`src/rtl/mole_spawner_if.sv`:
```
// Handshake and display bus between the game FSM and the mole spawner.
// The FSM side drives requests and difficulty; the spawner drives mole and timer status.
interface mole_spawner_if #(
  parameter int unsigned NUM_MOLES = 18
);
  logic                 ready_for_mole;
  logic                 timeout_start;
  logic [1:0]           level;
  logic                 mole_valid;
  logic [4:0]           mole_index;
  logic [NUM_MOLES-1:0] mole_onehot;
  logic                 timeout;
  logic [10:0]          ms_left;

  modport master (
    output ready_for_mole, timeout_start, level,
    input  mole_valid, mole_index, mole_onehot, timeout, ms_left
  );

  modport slave (
    input  ready_for_mole, timeout_start, level,
    output mole_valid, mole_index, mole_onehot, timeout, ms_left
  );
endinterface

```
`src/rtl/mole_spawner.sv`:
```
// Mole source and hit-window timer: picks a pseudo-random mole on request and counts down its window.
// Optional feature macro: MOLE_SPEEDUP_EN (hit streak shortens the window down to MIN_WINDOW_MS).
module mole_spawner #(
  parameter int unsigned NUM_MOLES     = 18,
  parameter int unsigned CLKS_PER_MS   = 50000,
  parameter int unsigned WINDOW_L0_MS  = 1500,
  parameter int unsigned WINDOW_L1_MS  = 1000,
  parameter int unsigned WINDOW_L2_MS  = 600,
  parameter int unsigned MIN_WINDOW_MS = 300
) (
  input  logic          clk,
  input  logic          reset,
  mole_spawner_if.slave bus
);
  localparam int unsigned IDX_W   = 5;
  localparam int unsigned MS_W    = 11;
  localparam int unsigned LFSR_W  = 16;
  localparam int unsigned PRESC_W = (CLKS_PER_MS > 1) ? $clog2(CLKS_PER_MS) : 1;
  localparam logic [LFSR_W-1:0] LFSR_SEED = 16'hACE1;
  localparam logic [LFSR_W-1:0] LFSR_TAPS = 16'hB400;

  generate
    if (NUM_MOLES < 2 || NUM_MOLES > 32) begin : g_bad_num_moles
      $error("mole_spawner: NUM_MOLES must be within 2..32");
    end
    if (CLKS_PER_MS < 1) begin : g_bad_clks
      $error("mole_spawner: CLKS_PER_MS must be at least 1");
    end
    if (WINDOW_L0_MS > 2047 || WINDOW_L1_MS > 2047 || WINDOW_L2_MS > 2047 ||
        MIN_WINDOW_MS > 2047) begin : g_bad_window
      $error("mole_spawner: windows must fit the 11-bit ms counter");
    end
  endgenerate

  typedef enum logic [1:0] {
    ST_IDLE,
    ST_ARMED,
    ST_RUN,
    ST_EXPIRED
  } state_t;

  state_t              state_q;
  state_t              state_nx;
  logic [LFSR_W-1:0]   lfsr_q;
  logic [PRESC_W-1:0]  presc_q;
  logic [PRESC_W-1:0]  presc_nx;
  logic                valid_nx;
  logic                timeout_nx;
  logic [IDX_W-1:0]    index_nx;
  logic [MS_W-1:0]     ms_nx;
  logic [NUM_MOLES-1:0] onehot_nx;

  logic                tick_c;
  logic                expire_c;
  logic                accept_c;
  logic [IDX_W-1:0]    cand_c;
  logic [IDX_W-1:0]    pick_c;
  logic [MS_W-1:0]     base_c;
  logic [MS_W-1:0]     window_c;

  assign tick_c   = (presc_q == PRESC_W'(CLKS_PER_MS - 1));
  // A zero window expires at once; otherwise the final tick takes ms_left from 1 to 0.
  assign expire_c = (bus.ms_left == '0) || (tick_c && (bus.ms_left == MS_W'(1)));
  assign accept_c = bus.ready_for_mole && ((state_q == ST_IDLE) || (state_q == ST_ARMED));

  // Never repeat the previous mole: bump a colliding candidate to its neighbour.
  always_comb begin
    cand_c = IDX_W'(32'(lfsr_q) % NUM_MOLES);
    pick_c = cand_c;
    if (cand_c == bus.mole_index) begin
      pick_c = ((32'(cand_c) + 32'(1)) == NUM_MOLES) ? '0 : cand_c + IDX_W'(1);
    end
  end

  always_comb begin
    case (bus.level)
      2'd0:    base_c = MS_W'(WINDOW_L0_MS);
      2'd1:    base_c = MS_W'(WINDOW_L1_MS);
      default: base_c = MS_W'(WINDOW_L2_MS);
    endcase
  end

`ifdef MOLE_SPEEDUP_EN
  localparam int unsigned STREAK_W = 6;
  localparam int unsigned CALC_W   = 13;

  logic [STREAK_W-1:0] streak_q;
  logic [CALC_W-1:0]   dec_c;

  // Every 4 consecutive hits trim 50 ms, floored at MIN_WINDOW_MS.
  always_comb begin
    dec_c = CALC_W'(50) * CALC_W'(streak_q[STREAK_W-1:2]);
    if (CALC_W'(base_c) > dec_c + CALC_W'(MIN_WINDOW_MS)) begin
      window_c = MS_W'(CALC_W'(base_c) - dec_c);
    end else begin
      window_c = MS_W'(MIN_WINDOW_MS);
    end
  end

  always_ff @(posedge clk or posedge reset) begin
    if (reset) begin
      streak_q <= '0;
    end else if (state_q == ST_RUN) begin
      if (!bus.timeout_start) begin
        if (streak_q != '1) streak_q <= streak_q + STREAK_W'(1);
      end else if (expire_c) begin
        streak_q <= '0;
      end
    end
  end
`else
  assign window_c = base_c;
`endif

  // State, LFSR, prescaler and registered outputs.
  always_ff @(posedge clk or posedge reset) begin
    if (reset) begin
      state_q         <= ST_IDLE;
      lfsr_q          <= LFSR_SEED;
      presc_q         <= '0;
      bus.mole_valid  <= 1'b0;
      bus.mole_index  <= '0;
      bus.mole_onehot <= '0;
      bus.timeout     <= 1'b1;
      bus.ms_left     <= '0;
    end else begin
      state_q         <= state_nx;
      lfsr_q          <= lfsr_q[0] ? ((lfsr_q >> 1) ^ LFSR_TAPS) : (lfsr_q >> 1);
      presc_q         <= presc_nx;
      bus.mole_valid  <= valid_nx;
      bus.mole_index  <= index_nx;
      bus.mole_onehot <= onehot_nx;
      bus.timeout     <= timeout_nx;
      bus.ms_left     <= ms_nx;
    end
  end

  // Next state; a falling timeout_start in RUN beats a simultaneous expiry.
  always_comb begin
    state_nx = state_q;
    case (state_q)
      ST_IDLE:    if (bus.ready_for_mole) state_nx = ST_ARMED;
      ST_ARMED:   if (bus.timeout_start) state_nx = ST_RUN;
      ST_RUN: begin
        if (!bus.timeout_start) state_nx = ST_IDLE;
        else if (expire_c)      state_nx = ST_EXPIRED;
      end
      ST_EXPIRED: if (!bus.timeout_start) state_nx = ST_IDLE;
      default:    state_nx = ST_IDLE;
    endcase
  end

  // Next output values, registered above.
  always_comb begin
    index_nx   = bus.mole_index;
    ms_nx      = bus.ms_left;
    presc_nx   = presc_q;
    valid_nx   = (state_nx == ST_ARMED) || (state_nx == ST_RUN);
    timeout_nx = (state_nx != ST_EXPIRED);
    if (accept_c) begin
      index_nx = pick_c;
      ms_nx    = window_c;
      presc_nx = '0;
    end else if ((state_q == ST_RUN) && bus.timeout_start && !expire_c) begin
      if (tick_c) begin
        ms_nx    = bus.ms_left - MS_W'(1);
        presc_nx = '0;
      end else begin
        presc_nx = presc_q + PRESC_W'(1);
      end
    end
    if (!valid_nx) ms_nx = '0;
    onehot_nx = valid_nx ? (NUM_MOLES'(1) << index_nx) : '0;
  end
endmodule

```
`src/flat_wrapper.sv`:
```
// flat-port wrapper written by rule: the top's interface ports become plain ports
module mole_spawner_flat 
#(
  parameter int unsigned NUM_MOLES     = 18,
  parameter int unsigned CLKS_PER_MS   = 50000,
  parameter int unsigned WINDOW_L0_MS  = 1500,
  parameter int unsigned WINDOW_L1_MS  = 1000,
  parameter int unsigned WINDOW_L2_MS  = 600,
  parameter int unsigned MIN_WINDOW_MS = 300
)
  (clk, reset, bus_ready_for_mole, bus_timeout_start, bus_level, bus_mole_valid, bus_mole_index, bus_mole_onehot, bus_timeout, bus_ms_left);
  mole_spawner_if #(.NUM_MOLES(NUM_MOLES)) bus_i ();
  input  logic clk;
  input  logic reset;
  input wire logic [$bits(bus_i.ready_for_mole)-1:0] bus_ready_for_mole;
  input wire logic [$bits(bus_i.timeout_start)-1:0] bus_timeout_start;
  input wire logic [$bits(bus_i.level)-1:0] bus_level;
  output wire logic [$bits(bus_i.mole_valid)-1:0] bus_mole_valid;
  output wire logic [$bits(bus_i.mole_index)-1:0] bus_mole_index;
  output wire logic [$bits(bus_i.mole_onehot)-1:0] bus_mole_onehot;
  output wire logic [$bits(bus_i.timeout)-1:0] bus_timeout;
  output wire logic [$bits(bus_i.ms_left)-1:0] bus_ms_left;
  assign bus_i.ready_for_mole = bus_ready_for_mole;
  assign bus_i.timeout_start = bus_timeout_start;
  assign bus_i.level = bus_level;
  assign bus_mole_valid = bus_i.mole_valid;
  assign bus_mole_index = bus_i.mole_index;
  assign bus_mole_onehot = bus_i.mole_onehot;
  assign bus_timeout = bus_i.timeout;
  assign bus_ms_left = bus_i.ms_left;
  mole_spawner #(.NUM_MOLES(NUM_MOLES), .CLKS_PER_MS(CLKS_PER_MS), .WINDOW_L0_MS(WINDOW_L0_MS), .WINDOW_L1_MS(WINDOW_L1_MS), .WINDOW_L2_MS(WINDOW_L2_MS), .MIN_WINDOW_MS(MIN_WINDOW_MS)) u_core (.clk(clk), .reset(reset), .bus(bus_i));
endmodule
```
`config.mk`:
```
export PLATFORM = sky130hd
export DESIGN_NAME = mole_spawner_flat
export DESIGN_NICKNAME = d
export VERILOG_FILES = /design/src/rtl/mole_spawner_if.sv /design/src/rtl/mole_spawner.sv /design/src/flat_wrapper.sv
export SDC_FILE = /design/constraint.sdc
export NUM_CORES = 1
export LEC_CHECK = 0
export BUFFER_PORTS_ARGS = -buffer_cell sky130_fd_sc_hd__buf_2
export CORE_UTILIZATION = 27
export DETAILED_ROUTE_END_ITERATION = 16
export HOLD_SLACK_MARGIN = 0.08
export PLACE_DENSITY = 0.41
export SKIP_CTS_REPAIR_TIMING = 1
export SLEW_MARGIN = 20
export SYNTH_ARGS = -nofsm -noshare
export SYNTH_HDL_FRONTEND = slang
export SYNTH_SLANG_ARGS = --single-unit
```
`constraint.sdc`:
```
create_clock -name clk -period 11.1 [get_ports clk]
set_input_delay 1.665 -clock clk [delete_from_list [all_inputs] [get_ports clk]]
set_output_delay 1.665 -clock clk [all_outputs]
set_load 0.01 [all_outputs]
```
==> metrics list, run 1 <==
- Dominant combinational cell family by area after synthesis: compound AO/OA/AOI/OAI gates
- Sort of element at the start of the critical path: register
- Setup TNS: 0 ns
- Total number of clock tree sinks: 70
* CTS tree: yes
- Leading cell type in the layout, fill and taps excluded: sky130_fd_sc_hd__nor2_1
* Worst rel slew slack: 33.1%
- Clock insertion delay at the later pin of the skew report: 0.33 ns
- Launch point of the worst reg-to-reg path: u_core.lfsr_q[14]$_DFF_PP0_
* Compound-cell area share of the yosys netlist: 35.3%
- Setup violators final: 0
- For this run, design rule violations remaining after detail routing come to 0.
- The initial antenna violation count was 0.
* Final period util: 95.1%
- The first detailed-routing pass took 5 iterations.
- After legalization and detailed placement, the total HPWL measured approximately 20 mm.
- Global routing consumed, over all layers together, 17.4% of the routing resources.
- Counting every instance in the synthesized netlist gives 973.
- Peak supply drop: between 0.1 and 0.15 mV
* Die footprint: 29700 µm²
- For the worst flop-to-flop path, the logic depth is 40.
* Simple-gate area share of the yosys netlist: 28.8%
- The number of clock buffers added by TritonCTS is 9.
- Fmax: 94.7 MHz
- At the worst endpoint, the required time is 11.33 ns.
* Mux cell area share after synthesis: ~2.2%
* Min cycle time layout: 10.56 ns
* Met3 track demand over resource: 1.88%
* Synthesis-stage register bit count: 70
- The setup path with the least slack is of type register to register.
- Synth warnings: 0
* Final net count: between 1000 and 1500
* Maximum net fanout on the critical path: 11
- Vias: 8165
* Share of cells above drive strength 1: 25.7%
- The H-tree was split into 3 levels.
- Buffers placed on the I/O ports in this run total slightly above 40.
- Adder-cell area share of the yosys netlist: 2.04%
* Total gr overflow: 0
* Status: completed
- In this run the critical register-to-register path is captured at u_core.bus.mole_onehot[16]$_DFF_PP0_.
- Die boundary height: 172 µm
- Sequential cells were found to cover roughly 22% of the synthesized design area.
- The global routing stage identified its most utilized layer as met2.
- For this configuration, the core starts out at a cell density of about 27%.
- Synthesis-to-layout area growth: 22.3%
- In this run, the number of DRC markers left after iteration 0 of detailed routing was 719.
- Main flop type after synthesis: sky130_fd_sc_hd__dfrtp_1
- Site Rows: 62
- Using the TritonRoute via totals, the vias-per-cell ratio works out to 5.61.
- In this run the static leakage power is 3.92 nW.
- OpenSTA, run right after detailed placement, puts the worst setup slack at -0.179 ns.
* Clk pin slew, worst setup/hold paths: around 0.050 ns
- Number of global-route vias before repair: 7608
- Horizontal die dimension: 172 µm
- After detailed routing, the total wire length is 26.2 mm.
- The slowest stage of the critical path is the sky130_fd_sc_hd__or4b_4 cell.
- Worst Path Arrival: 10.79 ns
* Cell Count Post-Placement: roughly 1400
* Per-cell routed wire length: 18.0 µm
- Of the total synthesized cell area, the portion taken by XOR and XNOR cells is 5.34%.
* Critical path endpoint category: register
- Actual slew at the worst max-slew pin: 0.999 ns
- Worst Skew: 0.00982 ns
- Across all register-to-register paths, the minimum setup slack is 0.54 ns.
* Pin count of the biggest net entering global routing: 71
- Global routing used 27.9% of the available met2 tracks.
- Fill cells in the final layout number 3009.
- I/O pin total: 42
- Routed Antenna Nets: 0
* Number of library cell types mapped by synthesis: 123
- The tool flagged a number of max-cap violations equal to 0.
- Commonest non-fill, non-tap cells in the layout: 86 x sky130_fd_sc_hd__nor2_1, 79 x sky130_fd_sc_hd__buf_4, 69 x sky130_fd_sc_hd__nand2_1
- The core region is 28600 µm².
* Ant diodes: 0
- The number of nets in the synthesized netlist is about 990.
* Post-route non-filler standard cell count: about 1500
- Proportion of register bits with asynchronous set or reset after synthesis: between 90% and 100%
* Timing endpoint of the critical path: u_core.bus.mole_onehot[16]$_DFF_PP0_
- EDFF count, synth: 0
- Type of the most critical hold path: register to register
- Tracing the worst setup path back leads to its startpoint at u_core.lfsr_q[14]$_DFF_PP0_.
* Largest stage delay on the critical path: around 0.56 ns
- Fin worst setup slack: 0.543 ns
- The first global-routing pass estimated approximately 41 mm of wire.
- For this run, global-route usage on met1 was measured as 24.8%.
- Dividing total power by cell area gives a power density of roughly 97 nW/µm².
- Synthesized cell area: 7840 µm²
* Library cell used as clock root buffer: sky130_fd_sc_hd__clkbuf_16
- Number of pins exceeding their max-slew limit in the final report: 0
- Synth Area per Inst: 8.06 µm²
- Longest Clk Path Bufs: 2
* Power after layout: 0.000932 W
- The number of hold violations in the final report was 0.
- Routability Congestion: 0.871
## registers in the layout (all words and copies together), names as in the netlist
| name | cells |
|---|---|
| u_core.bus.mole_index | 5 |
| u_core.bus.ms_left | 11 |
| u_core.lfsr_q | 16 |
| u_core.bus.mole_valid | 1 |
| u_core.presc_q | 16 |
| u_core.bus.timeout | 1 |
| u_core.state_q | 2 |
| u_core.bus.mole_onehot | 18 |
## layout make-up
class | instances | area, µm² | area share [%]
timing repair buffer | 121 | 810 | 8.44
clock buffer | 12 | 267 | 2.78
multi-input combinational | 837 | 6110 | 63.8
sequential | 70 | 1760 | 18.4
inverter | 27 | 103 | 1.07
tap | 384 | 480 | 5.01
clock inverter | 4 | 53.8 | 0.561
## Yosys cell counts, types with 14 or more instances
library cell               count  area [µm²]
sky130_fd_sc_hd__xnor2_1      33         289
sky130_fd_sc_hd__o21ai_0      54         270
sky130_fd_sc_hd__a21oi_1      54         270
sky130_fd_sc_hd__clkbuf_1     22        82.6
sky130_fd_sc_hd__a21o_1       20         150
sky130_fd_sc_hd__o211ai_1     16         120
sky130_fd_sc_hd__dfrtp_1      61        1530
sky130_fd_sc_hd__nor4_1       14        87.6
sky130_fd_sc_hd__a31oi_1      14        87.6
sky130_fd_sc_hd__nand3_1      39         195
sky130_fd_sc_hd__nand2b_1     14        87.6
sky130_fd_sc_hd__o21ai_1      15        75.1
sky130_fd_sc_hd__nor3_1       36         180
sky130_fd_sc_hd__nand2_1      70         263
sky130_fd_sc_hd__nor2_1       87         327
sky130_fd_sc_hd__and3_1       18         113
sky130_fd_sc_hd__inv_1        25        93.8
## metal layers
metal | share of wire [%] | up-vias
met5 | 0 | -
met4 | 0.73 | 0
met3 | 4.1 | 18
met2 | 47 | 210
met1 | 49 | 3969
li1 | - | 3968
## kinds of logic (layout without fill, tap and decap cells)
logic type      Yosys count  count (layout)
mux                      16              16
fa+ha+maj                14              14
flops                    70              70
buf+inv                  68             164
simple gates            400             400
xor+xnor                 47              47
compound gates          358             360
## per-stage QoR
stage	hold slack, ns	area, µm²	util [%]
6_report	0.502	9590	33.5
3_3_place_gp	0.496	8790	30.7
4_1_cts	0.502	9110	31.8
3_5_place_dp	0.490	8790	30.7
5_1_grt	0.515	9590	33.5
2_1_floorplan	0.352	7840	-
## critical path: cells and delay by family (launching register included)
kind | cells | cell delay (ns)
AOI/OAI and AO/OA | 16 | 4.31
and+or+nand+nor | 11 | 3.35
adders and majority gates | 3 | 0.77
muxes | 3 | 0.77
buffers and inverters | 5 | 0.57
DFF | 1 | 0.38
xor gates and xnor gates | 2 | 0.31
## worst min path at each step
stage                                        from                            end  cells after the start
floorplan              u_core.lfsr_q[3]$_DFF_PP0_     u_core.lfsr_q[2]$_DFF_PP0_                      0
global placement    u_core.presc_q[2]$_DFFE_PP0P_  u_core.presc_q[2]$_DFFE_PP0P_                      1
detailed placement  u_core.presc_q[3]$_DFFE_PP0P_  u_core.presc_q[3]$_DFFE_PP0P_                      1
CTS                 u_core.presc_q[2]$_DFFE_PP0P_  u_core.presc_q[2]$_DFFE_PP0P_                      1
global route           u_core.lfsr_q[5]$_DFF_PP1_     u_core.lfsr_q[4]$_DFF_PP0_                      0
finish                 u_core.lfsr_q[0]$_DFF_PP1_    u_core.lfsr_q[15]$_DFF_PP1_                      0
## report_power, final
group	leakage (nW)	internal (W)	total, W	switching [W]
Clock	0.151	0.000193	0.000302	0.000109
Sequential	0.925	0.000289	0.000321	0.0000320
Combinational	2.84	0.000111	0.000308	0.000198
No activity file was read; power rests on OpenSTA's default activity.
==> run 2: changes to the inputs <==
--- a/config.mk
+++ b/config.mk
@@ -7,8 +7,10 @@
 export LEC_CHECK = 0
 export BUFFER_PORTS_ARGS = -buffer_cell sky130_fd_sc_hd__buf_2
 export CORE_UTILIZATION = 27
+export CTS_CLUSTER_DIAMETER = 40
 export DETAILED_ROUTE_END_ITERATION = 16
 export HOLD_SLACK_MARGIN = 0.08
+export MAX_ROUTING_LAYER = met4
 export PLACE_DENSITY = 0.41
 export SKIP_CTS_REPAIR_TIMING = 1
 export SLEW_MARGIN = 20
==> run 2 against run 1 <==
Design area stayed put. Cell count stayed put. Combinational power hardly changed. Sequential cell count stayed put. Sequential share of layout area stayed put. Total power is 0.12% higher. Die area stayed put. Routed wire length is 0.27% higher. Non-clock buffer count stayed put. Clock skew hardly changed. Hold slack hardly changed. First-iteration DRC count is 6.3% lower.
==> metrics list, run 2 (synthesized netlist as in run 1, its figures left out) <==
- Number of buffers created by CTS: 9
- Launch point of the worst reg-to-reg path: u_core.lfsr_q[14]$_DFF_PP0_
- The largest single stage delay on the critical path is slightly above 0.6 ns.
- Global routing consumed, on the met3 layer, 1.79% of the routing resources.
- The worst pin sits at a relative slew slack of 34.3%.
* Filler cell count: roughly 3000
* Peak supply drop: 0.102 mV
* Synthesis-to-layout area growth: 22.3%
- In the routed layout, each cell is associated on average with a via count of approximately 5.6.
- Vias: 8207
- Die footprint: ~30000 µm²
* Origin of the worst setup path: u_core.lfsr_q[14]$_DFF_PP0_
- At the worst endpoint, the required time is 11.33 ns.
- Type of the most critical hold path: register to register
- Setup violations remaining at the end of the flow were counted as 0.
* Register containing the most flip-flops in the final layout: u_core.bus.mole_onehot
- Derived from the worst setup path, the maximum achievable clock frequency is 94.6 MHz.
* Largest register FFs: 18
* Fin worst setup slack: 0.526 ns
- Clock insertion delay at the later pin of the skew report: 0.33 ns
- Routed Antenna Nets: 0
- Final net count: 1080
- The flow ran to the end, and the final reports show no timing, DRC or antenna violations.
- The first detailed-routing pass took 5 iterations.
* Per-cell routed wire length: about 18 µm
* Routability Congestion: 0.888
- Total number of clock tree sinks: 70
- After detailed routing, the number of remaining DRC violations is 0.
- CTS tree: yes
- The initial antenna violation count came to 0.
* M2 GR Usage: between 20% and 30%
* Library cell used as clock root buffer: sky130_fd_sc_hd__clkbuf_16
- The H-tree was split into 3 levels.
* DP Wirelength: 19.5 mm
* Pin count of the biggest net entering global routing: between 70 and 80
* Library cell contributing the largest single delay on the critical path: sky130_fd_sc_hd__or4b_4
- Ant diodes: 0
* Number of pins exceeding their max-slew limit in the final report: 0
* Die boundary height: roughly 170 µm
* Sort of element at the start of the critical path: register
* Maxcap violations: 0
* Overall fraction of global-route tracks in use: between 15 and 20%
- Once placement finished, the instance area stood at 8790 µm².
- Wire length of the first global-routing pass: 41.3 mm
* Number of global-route vias before repair: between 7000 and 8000
- Setup TNS: 0 ns
* Hold violation count in the final report: 0
- Longest Clk Path Bufs: 2
- Following the worst setup path forward leads to its endpoint at u_core.bus.mole_onehot[16]$_DFF_PP0_.
- Leaving out fill and tap cells, the most frequent cell in the layout is sky130_fd_sc_hd__nor2_1.
- The core region is approximately 29000 µm².
* Iteration-0 DRC Markers: 674
- The largest registers in the layout are u_core.bus.mole_onehot x18, u_core.lfsr_q x16, u_core.presc_q x16.
* Post-route cell area: 9590 µm²
- GRT busiest layer: met2
- Data arrives at the worst endpoint at 10.81 ns.
* Ratio of total power to cell area: 97.3 nW/µm²
- Min cycle time layout: 10.57 ns
- After clock tree synthesis, the clock-pin slew on the worst setup and hold paths is 0.05 ns.
- Leakage power summed over all cells: 3.92 nW
- At the pin with the least slew margin, the transition time is 0.981 ns.
- The worst setup path is captured at a register.
- Commonest non-fill, non-tap cells in the layout: 86 x sky130_fd_sc_hd__nor2_1, 79 x sky130_fd_sc_hd__buf_4, 69 x sky130_fd_sc_hd__nand2_1
- Of all nets on the critical path, the largest fanout is 11.
* Crit Path Category: register to register
- Before CTS, the worst setup slack after placement is -0.179 ns.
- Worst Skew: 0.0100 ns
- In this run the critical register-to-register path is captured at u_core.bus.mole_onehot[16]$_DFF_PP0_.
- Global routing finished with a remaining overflow of 0.
- Final period util: ~95%
- The routed design has 26.3 mm of wire.
* Worst-case register-to-register setup slack: 0.53 ns
* Site Rows: 62
- Port buffering added slightly above 40 buffers.
- Horizontal die dimension: 172 µm
- Path depth of the worst reg2reg path: 39
* I/O pin total: 42
- In the final layout, the share of cells above drive strength 1 is 25.7%.
- Met1 routing resource usage after global routing: 24.9%
* Starting density of the core: 27.4%
## run 2: cell counts in the layout (fill, tap and decap cells not counted)
Identical to the previous run, type by type.
## run 2: worst min path at each step
stage / to / startpoint / slack [ns] / depth (start not counted)
2_1_floorplan: u_core.lfsr_q[2]$_DFF_PP0_ / u_core.lfsr_q[3]$_DFF_PP0_ / 0.35 / 0
3_3_place_gp: u_core.presc_q[2]$_DFFE_PP0P_ / u_core.presc_q[2]$_DFFE_PP0P_ / 0.50 / 1
3_5_place_dp: u_core.presc_q[3]$_DFFE_PP0P_ / u_core.presc_q[3]$_DFFE_PP0P_ / 0.49 / 1
4_1_cts: u_core.presc_q[2]$_DFFE_PP0P_ / u_core.presc_q[2]$_DFFE_PP0P_ / 0.50 / 1
5_1_grt: u_core.lfsr_q[4]$_DFF_PP0_ / u_core.lfsr_q[5]$_DFF_PP1_ / 0.52 / 0
6_report: u_core.lfsr_q[15]$_DFF_PP1_ / u_core.lfsr_q[0]$_DFF_PP1_ / 0.50 / 0
## run 2: area by class of cell
class / count / area, µm² / area share (%)
clock inverter: 4 / 53.8 / 0.561
tap: 384 / 480 / 5.01
clock buffer: 12 / 267 / 2.78
timing repair buffer: 121 / 810 / 8.44
sequential: 70 / 1760 / 18.4
multi-input combinational: 837 / 6110 / 63.8
inverter: 27 / 103 / 1.07
## run 2: critical path: cells and delay by family, from the launching register on
| kind | cells | cell delay [ns] |
|---|---|---|
| AOI/OAI and AO/OA | 16 | 4.31 |
| and+or+nand+nor | 12 | 3.71 |
| muxes | 3 | 0.78 |
| adders and majority gates | 3 | 0.76 |
| buffers and inverters | 4 | 0.41 |
| DFF | 1 | 0.38 |
| xor gates and xnor gates | 1 | 0.11 |
## run 2: power by group
part / leakage (nW) / switching, W / internal [W] / total [W]
logic: 2.84 / 0.000198 / 0.000111 / 0.000309
registers: 0.925 / 0.0000322 / 0.000289 / 0.000321
clock network: 0.151 / 0.000110 / 0.000193 / 0.000303
total: 3.92 / 0.000340 / 0.000593 / 0.000933
## run 2: per-layer routing
metal | wire, µm | share of wire [%] | vias to the layer above
met5 | 0 | 0 | -
met4 | 287 | 1.1 | 0
met3 | 1070 | 4.1 | 29
met2 | 12100 | 46 | 221
met1 | 12800 | 49 | 3990
li1 | - | - | 3967
## run 2: stage by stage
step	instances	util, %	power, W	hold WS [ns]
after floorplan	973	-	0.000531	0.352
after global placement	1418	30.7	0.000629	0.496
after detailed placement	1418	30.7	0.000624	0.490
after CTS	1434	31.8	0.000933	0.502
after global routing	1455	33.5	0.000995	0.515
final	1455	33.5	0.000933	0.502
